$ cat src/rtl/sdram_port_arbiter.sv
// Two-port burst arbiter in front of a full-page SDRAM controller: camera writes and
// display reads take turns, with a read-priority policy bounded by a starvation limit.
module sdram_port_arbiter #(
  parameter int ADDR_W       = 15,
  parameter int DATA_W       = 16,
  parameter int BURST_LEN    = 512,
  parameter int STARVE_LIMIT = 2
) (
  input  logic              clk,
  input  logic              rst,
  input  logic              wr_req,
  input  logic [ADDR_W-1:0] wr_addr,
  output logic              wr_grant,
  input  logic [DATA_W-1:0] wr_data,
  output logic              wr_data_rd,
  output logic              wr_done,
  input  logic              rd_req,
  input  logic [ADDR_W-1:0] rd_addr,
  output logic              rd_grant,
  output logic [DATA_W-1:0] rd_data,
  output logic              rd_data_valid,
  output logic              rd_done,
  output logic              c_rw,
  output logic              c_rw_en,
  output logic [ADDR_W-1:0] c_addr,
  output logic [DATA_W-1:0] c_f2s_data,
  input  logic              c_f2s_data_valid,
  input  logic [DATA_W-1:0] c_s2f_data,
  input  logic              c_s2f_data_valid,
  input  logic              c_ready,
  output logic              proto_err
);
  localparam int BEAT_W   = $clog2(BURST_LEN) + 1;
  localparam int STARVE_W = $clog2(STARVE_LIMIT + 2);

  typedef enum logic [2:0] {IDLE, ISSUE, WAIT_BUSY, BURST, WAIT_READY} state_t;

  state_t              r_state;
  logic                r_own_wr;
  logic                r_first;
  logic                r_c_rw;
  logic                r_c_rw_en;
  logic [ADDR_W-1:0]   r_c_addr;
  logic                r_wr_grant;
  logic                r_rd_grant;
  logic                r_wr_done;
  logic                r_rd_done;
  logic                r_proto_err;
  logic                r_rd_data_valid;
  logic [DATA_W-1:0]   r_rd_data;
  logic [BEAT_W-1:0]   r_beat_cnt;
  logic [STARVE_W-1:0] r_starve_cnt;
  logic [2:0]          r_wait_cnt;

  logic w_pick_wr;
  logic w_in_burst;
  logic w_wr_beat;
  logic w_rd_beat;
  logic w_last_beat;
  logic w_bad_strobe;

  always_comb begin
    w_pick_wr    = wr_req && (!rd_req || (r_starve_cnt >= STARVE_W'(STARVE_LIMIT)));
    w_in_burst   = (r_state == BURST);
    w_wr_beat    = w_in_burst && r_own_wr && c_f2s_data_valid;
    w_rd_beat    = w_in_burst && !r_own_wr && c_s2f_data_valid;
    w_last_beat  = (r_beat_cnt == BEAT_W'(BURST_LEN - 1));
    // Wrong-direction strobes in a burst, or any strobe after the last beat, are dropped.
    w_bad_strobe = (w_in_burst && (r_own_wr ? c_s2f_data_valid : c_f2s_data_valid)) ||
                   ((r_state == WAIT_READY) && (c_f2s_data_valid || c_s2f_data_valid));
  end

  assign wr_data_rd    = w_wr_beat;
  assign c_f2s_data    = (w_in_burst && r_own_wr) ? wr_data : '0;
  assign wr_grant      = r_wr_grant;
  assign rd_grant      = r_rd_grant;
  assign wr_done       = r_wr_done;
  assign rd_done       = r_rd_done;
  assign rd_data       = r_rd_data;
  assign rd_data_valid = r_rd_data_valid;
  assign c_rw          = r_c_rw;
  assign c_rw_en       = r_c_rw_en;
  assign c_addr        = r_c_addr;
  assign proto_err     = r_proto_err;

  always_ff @(posedge clk) begin
    if (rst) begin
      r_state         <= IDLE;
      r_own_wr        <= 1'b0;
      r_first         <= 1'b0;
      r_c_rw          <= 1'b0;
      r_c_rw_en       <= 1'b0;
      r_c_addr        <= '0;
      r_wr_grant      <= 1'b0;
      r_rd_grant      <= 1'b0;
      r_wr_done       <= 1'b0;
      r_rd_done       <= 1'b0;
      r_proto_err     <= 1'b0;
      r_rd_data_valid <= 1'b0;
      r_rd_data       <= '0;
      r_beat_cnt      <= '0;
      r_starve_cnt    <= '0;
      r_wait_cnt      <= '0;
    end else begin
      r_c_rw_en       <= 1'b0;
      r_wr_grant      <= 1'b0;
      r_rd_grant      <= 1'b0;
      r_wr_done       <= 1'b0;
      r_rd_done       <= 1'b0;
      r_rd_data_valid <= w_rd_beat;
      if (w_rd_beat) r_rd_data <= c_s2f_data;
      if (w_bad_strobe) r_proto_err <= 1'b1;
      unique case (r_state)
        IDLE: if (c_ready && (wr_req || rd_req)) begin
          r_own_wr <= w_pick_wr;
          r_c_rw   <= !w_pick_wr;
          r_c_addr <= w_pick_wr ? wr_addr : rd_addr;
          r_first  <= 1'b1;
          r_state  <= ISSUE;
        end
        ISSUE: begin
          // r_first separates the real grant from a timeout re-issue of c_rw_en.
          r_c_rw_en  <= 1'b1;
          r_wait_cnt <= '0;
          r_first    <= 1'b0;
          r_state    <= WAIT_BUSY;
          if (r_first) begin
            if (r_own_wr) begin
              r_wr_grant   <= 1'b1;
              r_starve_cnt <= '0;
            end else begin
              r_rd_grant <= 1'b1;
              if (wr_req && (r_starve_cnt < STARVE_W'(STARVE_LIMIT + 1)))
                r_starve_cnt <= r_starve_cnt + 1'b1;
            end
          end
        end
        WAIT_BUSY: begin
          if (!c_ready) begin
            r_state <= BURST;
          end else if (r_wait_cnt == 3'd7) begin
            r_proto_err <= 1'b1;
            r_state     <= ISSUE;
          end else begin
            r_wait_cnt <= r_wait_cnt + 3'd1;
          end
        end
        BURST: if (w_wr_beat || w_rd_beat) begin
          r_beat_cnt <= r_beat_cnt + 1'b1;
          if (w_last_beat) r_state <= WAIT_READY;
        end
        WAIT_READY: if (c_ready) begin
          r_wr_done  <= r_own_wr;
          r_rd_done  <= !r_own_wr;
          r_beat_cnt <= '0;
          r_state    <= IDLE;
        end
        default: r_state <= IDLE;
      endcase
    end
  end
endmodule

$ cat config.mk
export PLATFORM = sky130hd
export DESIGN_NAME = sdram_port_arbiter
export DESIGN_NICKNAME = d
export VERILOG_FILES = /design/src/rtl/sdram_port_arbiter.sv
export SDC_FILE = /design/constraint.sdc
export NUM_CORES = 1
export LEC_CHECK = 0
export BUFFER_PORTS_ARGS = -buffer_cell sky130_fd_sc_hd__buf_4
export CELL_PAD_IN_SITES_DETAIL_PLACEMENT = 1
export CELL_PAD_IN_SITES_GLOBAL_PLACEMENT = 1
export CORE_MARGIN = 2
export CORE_UTILIZATION = 35
export DETAILED_ROUTE_END_ITERATION = 8
export PLACE_DENSITY_LB_ADDON = 0.1
export SLEW_MARGIN = 20
export SYNTH_ARGS = -nofsm -noshare
export SYNTH_HDL_FRONTEND = slang
export SYNTH_SLANG_ARGS = --single-unit
$ cat constraint.sdc
create_clock -name clk -period 4.4 [get_ports clk]
set_clock_uncertainty 0.05 [all_clocks]
set_input_delay 0 -clock clk [delete_from_list [all_inputs] [get_ports clk]]
set_output_delay 0 -clock clk [all_outputs]
set_load 0.05 [all_outputs]
==> results of run 1 <==
-- final cells by class --
class,instances,area [µm²],area share [%]
sequential,59,1181,27.74
timing repair buffer,175,1431,33.62
tap,99,123.9,2.909
clock inverter,5,30.03,0.7053
inverter,8,30.03,0.7053
clock buffer,10,137.6,3.232
multi-input combinational,233,1324,31.09
-- Yosys cell counts --
cell       instances
buf_1              1
nand2_1           69
ha_1               5
or2_2              1
xor2_1             1
nand4_1            5
nor2_1            27
a211oi_1           1
a2bb2oi_1          1
and2_1            17
a211o_1            3
nand3_1            4
a311oi_1          15
or3_1              6
o21ai_0            9
and4_1             1
nor3_1             3
dfxtp_1           59
a32oi_1            1
a31oi_1            2
nand2b_1           4
or4_1              4
nor3b_2            2
nand3b_1           2
o31ai_1            5
nor2b_1            2
buf_2              4
o2111a_1           1
clkbuf_1          15
nor4_1             2
buf_4              1
mux2_2             1
o31a_1             1
or3b_1             1
a21oi_1           31
mux2i_1            2
and4b_1            1
a32o_1             2
a41oi_1            1
inv_1              8
-- worst min-delay path by stage --
stage / from / endpoint / cells past startpoint / slack (ns)
detailed placement: c_s2f_data[3] / rd_data[3] / 3 / 0.21
global route: rst / c_rw_en / 2 / 0.12
floorplan: c_s2f_data[0] / rd_data[0] / 2 / 0.09
CTS: rst / r_state[2] / 2 / 0.06
finish: rst / r_state[2] / 2 / 0.06
global placement: c_s2f_data[6] / rd_data[6] / 3 / 0.20
-- per-stage QoR --
step	area (µm²)	total power [mW]	utilization, %	std cells
CTS	4248	1.272	58.88	589
finish	4258	1.284	59.02	589
floorplan	2608	0.7137	-	321
global placement	3580	0.8016	49.62	523
global route	4258	1.343	59.02	589
detailed placement	3590	0.8065	49.76	525
-- report_power, final --
| group | internal, mW | switching, mW |
|---|---|---|
| logic | 0.124 | 0.150 |
| clock network | 0.213 | 0.221 |
| registers | 0.556 | 0.0194 |
-- critical path, delay by kind of cell (launching register included) --
family          cells  cell delay (ns)
compound gates      2             1.11
buf+inv             2             0.68
flops               1             0.38
fa+ha+maj           1             0.23
simple gates        1             0.20
-- sequential cells by signal, indices dropped and copies added (netlist names) --
signal,count
rd_data,16
rd_grant,1
c_addr,15
proto_err,1
r_first,1
c_rw,1
r_beat_cnt,10
wr_grant,1
r_state,3
r_starve_cnt,2
rd_data_valid,1
r_wait_cnt,3
r_own_wr,1
wr_done,1
rd_done,1
c_rw_en,1
-- per-layer routing --
layer | GRT usage [%] | vias up | routed length (µm) | part of all wire (%)
li1 | - | 1454 | - | -
met1 | 27.58 | 1472 | 3780 | 40
met2 | 43.55 | 107 | 4983 | 52
met3 | 5.008 | 28 | 449 | 4.7
met4 | 11.15 | 0 | 330 | 3.5
met5 | 0 | - | 0 | 0
-- timing repair --
action                    4_1_cts  5_1_grt
hold endpoints to repair       36        0
setup buffers                   0        0
hold buffers                   49        0
-- cell families after synthesis --
kind of cell / after synthesis
simple gates: 151
compound gates: 73
buf+inv: 29
xor+xnor: 1
fa+ha+maj: 5
flops: 59
mux: 3
==> run summary, run 1 <==
Layout area overhead -> 63.29%
DRT Pass-1 Iters -> 4
Reg-to-Reg End -> c_addr[9]
Ant diodes -> 0
Top cells by area, synth -> dfxtp_1, nand2_1, a21oi_1
Avg WL per Cell -> 16.20 µm
Share of cells above drive strength 1 -> 30.00%
TritonCTS Sinks -> 59
Worst-Margin Slew -> 1.048 ns
Clk pin slew, worst setup/hold paths -> 0.08 ns
Clock tree from TritonCTS -> yes
Drt initial violations -> 92
Routed vias/inst -> 5.197
Crit end category -> flop
Most common cell after layout, fill and taps aside -> buf_4
DP HPWL -> 5532 µm
Total length of routed wires -> 9543 µm
Max-Cap Viols -> 0
Fillers -> 896
Synth Area in XOR/XNOR -> 0.3359%
Post-Synth Simple-Gate Area -> 27.78%
Pwr per Cell Area -> 301.5 mW/mm²
Worst EP arrival -> 2.94 ns
Max-slew violations -> 0
Leakage power -> 1.835 nW
Core area -> 0.007214 mm²
Largest family of logic cells by synthesized area -> simple AND/OR/NAND/NOR gates
RSZ-0062 raised after global routing -> false
Critical path class -> flop to flop
Total track usage -> 24.27%
Slew HR -> 29.86%
Complex-gate fraction of the synthesized area -> 18.47%
Req. time, crit path -> 4.64 ns
Outcome -> finished clean
Clk_lat worst skew -> 0.34 ns
Via count -> 3061
DRC Markers -> 0
Gpl congestion -> 0.7801
Post-synthesis area per instance -> 8.123 µm²
Max Clk Rate -> 371.0 MHz
Synth Instances -> 321
Largest net degree at the start of global routing -> 50
# rows -> 31
Syn_nets -> 395
Setup TNS -> 0 ns
Worst Setup EP -> c_addr[9]
First-pass GRT wire length -> 16030 µm
Initial Util -> 36.14%
Most frequent cells in the layout -> buf_4, nand2_1, dfxtp_1, dlygate4sd3_1, a21oi_1
CTS buffer count -> 9
Width of the die -> 90.32 µm
I/O Buffers -> 124
Die area -> 0.008157 mm²
Worst min path class -> primary input to flop
Worst setup path startpoint -> r_starve_cnt[0]
Flop2flop setup slack -> 1.70 ns
Die H -> 90.32 µm
Post-synth cell types -> 40
Synth warn -> 0
CP max-delay cell -> o31ai_4
Post-place setup slack -> 2.184 ns
WHS -> 0.06366 ns
Clock buffer depth -> 2
Post-synthesis mux area share -> 1.200%
Post-synth top area share -> 45.30%
Vias in the first global route -> 3266
Area leader, netlist -> dfxtp_1
Max H-tree Level -> 3
# nets final -> 560
Seq/Total Area, Yosys -> 45.30%
Reg-to-reg startpoint -> r_starve_cnt[0]
Reg2reg path depth -> 6
Final period util -> 61.27%
CP startpoint kind -> flop
ANT nets after route -> 0
Root Driver -> clkbuf_8
Syn Std Cell Area -> 0.002608 mm²
Post-Synth Adder-Cell Area -> 2.399%
Final hold vios -> 0
Yosys reg bits -> 59
I/O Pins -> 125
Initial antenna violation count -> 0
CP Max Fanout -> 15
Tmin final -> 2.696 ns
Grt ovf -> 0
Fin worst setup slack -> 1.704 ns
VDD IR-drop max -> 127.4 µV
Critical Path Max Stage Delay -> 0.63 ns
CP cell instances -> inv_1 > ha_1 > o31ai_4 > nand2_1 > a311oi_1 > dlygate4sd3_1
Post-CTS sizing -> 0
Final setup viols -> 0
Power figures use the tool's default switching activity.
==> run 2: changes to the inputs <==
--- a/config.mk
+++ b/config.mk
@@ -5,11 +5,12 @@
 export SDC_FILE = /design/constraint.sdc
 export NUM_CORES = 1
 export LEC_CHECK = 0
+export ABC_AREA = 1
 export BUFFER_PORTS_ARGS = -buffer_cell sky130_fd_sc_hd__buf_4
 export CELL_PAD_IN_SITES_DETAIL_PLACEMENT = 1
 export CELL_PAD_IN_SITES_GLOBAL_PLACEMENT = 1
 export CORE_MARGIN = 2
-export CORE_UTILIZATION = 35
+export CORE_UTILIZATION = 28
 export DETAILED_ROUTE_END_ITERATION = 8
 export PLACE_DENSITY_LB_ADDON = 0.1
 export SLEW_MARGIN = 20
==> constraint.sdc (replaced) <==
create_clock -name clk -period 2.27 [get_ports clk]
set_clock_uncertainty 0.05 [all_clocks]
set_input_delay 0 -clock clk [delete_from_list [all_inputs] [get_ports clk]]
set_output_delay 0 -clock clk [all_outputs]
set_load 0.05 [all_outputs]
==> run 2 against run 1 <==
Synthesized cell count rose by 19%. Critical path depth down 1. Register-to-register slack worse by 1.3 ns. Sequential share of layout area fell by 1.1 points. Sequential power rose by 110%. Total power rose by 140%. Synthesized area increased by 3.1%. Critical endpoint is now c_f2s_data[6]. Highest routed layer unchanged.
==> run summary, run 2 <==
I/O Buffers -> 124 (unchanged)
Seq/Total Area, Yosys -> 43.93% (-1.4 points)
Setup TNS -> 0 ns (unchanged)
Drt initial violations -> 50 (-46%)
Reg-to-Reg End -> c_addr[5]
Clock buffer depth -> 2 (unchanged)
Most frequent cells in the layout -> buf_4, nand2_1, nor2_1, dfxtp_1, dlygate4sd3_1
Routed vias/inst -> 4.472 (-14%)
Post-CTS setup buffer count -> 0 (unchanged)
Final hold vios -> 0 (unchanged)
Placed insts -> 624 (+19%)
RSZ-0062 raised after global routing -> false
TritonCTS Sinks -> 59 (unchanged)
Vias in the first global route -> 3254 (-0.37%)
Worst min path class -> primary input to flop
CP max-delay cell -> dfxtp_1
Avg WL per Cell -> 13.26 µm (-18%)
Final setup viols -> 0 (unchanged)
Reg2reg path depth -> 7 (+1)
DRC Markers -> 0 (unchanged)
Synth warn -> 0 (unchanged)
Most Frequent Cell on Critical Path -> nand2_1
Pwr per Cell Area -> 690.1 mW/mm² (+130%)
Area leader, netlist -> dfxtp_1
Delay-heaviest family, CP -> simple AND/OR/NAND/NOR gates
Gpl congestion -> 0.7544 (-3.3%)
Cell depth of the worst setup path -> 5 (-1)
Initial Util -> 28.96% (-7.2 points)
Worst EP arrival -> 1.95 ns (-0.99 ns)
Max FFs per register -> 16 (unchanged)
Via count -> 3081 (+0.65%)
DRT Pass-1 Iters -> 4 (unchanged)
Max-Cap Viols -> 0 (unchanged)
I/O Pins -> 125 (unchanged)
Clock tree from TritonCTS -> yes
Worst Setup EP -> c_f2s_data[6]
Initial antenna violation count -> 0 (unchanged)
Clk pin slew, worst setup/hold paths -> 0.08 ns (about the same)
Post-synthesis area per instance -> 7.039 µm² (-13%)
Leakage power -> 2.112 nW (+15%)
# rows -> 35 (+13%)
Synth Instances -> 382 (+19%)
Final period util -> 88.27%
Commonest cells post-synth -> nand2_1, nor2_1, dfxtp_1, inv_1, o21ai_0
Most common cell after layout, fill and taps aside -> buf_4
CP cell instances -> nand2_1 > nor2_4 > nand2_1 > nor2_1 > buf_4
Core area -> 0.009284 mm² (+29%)
Worst-Margin Slew -> 0.5317 ns (-0.5159 ns)
Syn Std Cell Area -> 0.002689 mm² (+3.1%)
Top-count cell post-synth -> nand2_1
Yosys reg bits -> 59 (unchanged)
Share of cells above drive strength 1 -> 27.32% (-2.7 points)
First-pass GRT wire length -> 14970 µm (-6.6%)
Post-synth top area share -> 43.93% (-1.4 points)
Worst setup path startpoint -> r_state[1]
Syn_nets -> 456 (+15%)
Max Clk Rate -> 499.1 MHz
Root Driver -> clkbuf_8
Ant diodes -> 0 (unchanged)
Post-place setup slack -> 0.3670 ns (-1.817 ns)
Top cells by area, synth -> dfxtp_1, nand2_1, nor2_1
Max H-tree Level -> 3 (unchanged)
Post-synth EDFFs -> 0 (unchanged)
DP HPWL -> 6065 µm (+9.6%)
Grt ovf -> 0 (unchanged)
CP Max Fanout -> 17 (+2)
Crit end category -> primary output
Critical Path Max Stage Delay -> 0.47 ns (-0.16 ns)
Req. time, crit path -> 2.22 ns (-2.42 ns)
Outcome -> finished clean
VDD IR-drop max -> 357.4 µV (+180%)
Clk_lat worst skew -> 0.35 ns (about the same)
Largest net degree at the start of global routing -> 29 (-42%)
CTS buffer count -> 9 (unchanged)
ANT nets after route -> 0 (unchanged)
Die H -> 102.0 µm (+13%)
Total track usage -> 18.08% (-6.2 points)
Tmin final -> 2.004 ns
Total length of routed wires -> 9133 µm (-4.3%)
Layout Cells excl Fill -> 689 (+17%)
Async SR Flop Fraction -> 0% (unchanged)
Reg-to-reg startpoint -> r_state[2]
Critical path class -> flop to primary output
Flop2flop setup slack -> 0.39 ns (-1.31 ns)
Width of the die -> 102.0 µm (+13%)
CP startpoint kind -> flop
Max-slew violations -> 0 (unchanged)
Slew HR -> 64.47% (+35 points)
Post-synth cell types -> 28 (-30%)
Fin worst setup slack -> 0.2662 ns (-1.438 ns)
Layout area overhead -> 64.77%
# nets final -> 629 (+12%)
Die area -> 0.01040 mm² (+28%)
Crit path buf inv count -> 1 (-1)
Most used DFF post-synth -> dfxtp_1
-- run 2: cell count changes after synthesis, moves of 17 or more --
cell / before / now
inv_1: 8 / 42
a21oi_1: 31 / 14
and2_1: 17 / 0
o21ai_0: 9 / 29
nor2_1: 27 / 77
nand2_1: 69 / 86
-- run 2: timing repair --
| action | in CTS | in global routing |
|---|---|---|
| hold buffers | 49 | 0 |
| resized for setup | 0 | 0 |
| endpoints found under the hold margin | 35 | 0 |
-- run 2: layer usage --
metal	GRT usage, %	wire (µm)	vias to the layer above
met5	0	0	-
met4	5.538	115	0
met3	6.224	711	11
met2	31.48	4413	95
met1	20.97	3892	1415
li1	-	-	1560
-- run 2: worst min-delay path by stage --
| stage | from | endpoint | slack (ns) | cells after the start |
|---|---|---|---|---|
| final | wr_req | c_addr[7] | 0.05 | 4 |
| after global routing | wr_req | c_addr[3] | 0.07 | 4 |
| after CTS | wr_req | c_addr[7] | 0.04 | 4 |
| after detailed placement | c_s2f_data[8] | rd_data[8] | 0.18 | 3 |
| after global placement | c_s2f_data[5] | rd_data[5] | 0.17 | 3 |
| after floorplan | c_s2f_data[0] | rd_data[0] | 0.08 | 2 |
-- run 2: power breakdown --
group	switching [mW]	internal, mW	leakage, nW
sequential	0.0640	1.12	0.479
clock	0.461	0.647	0.108
combinational	0.472	0.294	1.52
-- run 2: layout make-up --
| cell class | instances | area, µm² |
|---|---|---|
| fill | 1183 | 4853 |
| multi-input combinational | 264 | 1249 |
| inverter | 45 | 168.9 |
| tap | 129 | 161.4 |
| clock buffer | 10 | 137.6 |
| sequential | 59 | 1181 |
| clock inverter | 6 | 88.84 |
| timing repair buffer | 176 | 1444 |
-- run 2: worst register-to-register path, stage by stage, from the launching register on --
cell and delay [ns]:
dfxtp_1 0.39, inv_1 0.11, nand2_1 0.07, nor2_2 0.11
nand2_2 0.30, a21oi_4 0.50, nand2_1 0.11, a31oi_1 0.18
-- run 2: kinds of logic (layout without fill, tap and decap cells) --
family | count (synthesis) | after routing | share of synthesized area (%)
adders and majority gates | 5 | 5 | 2.327
and+or+nand+nor | 192 | 192 | 29.50
AOI/OAI and AO/OA | 67 | 67 | 14.61
DFF | 59 | 59 | 43.93
buffers and inverters | 59 | 237 | 9.632
-- run 2: per-stage QoR --
step	total power [mW]	utilization [%]	hold slack (ns)	area [µm²]
floorplan	1.656	-	0.08490	2689
global placement	1.888	40.00	0.1698	3714
detailed placement	1.906	40.00	0.1805	3714
CTS	3.086	47.72	0.03885	4431
global route	3.226	47.72	0.07437	4431
finish	3.057	47.72	0.05394	4431
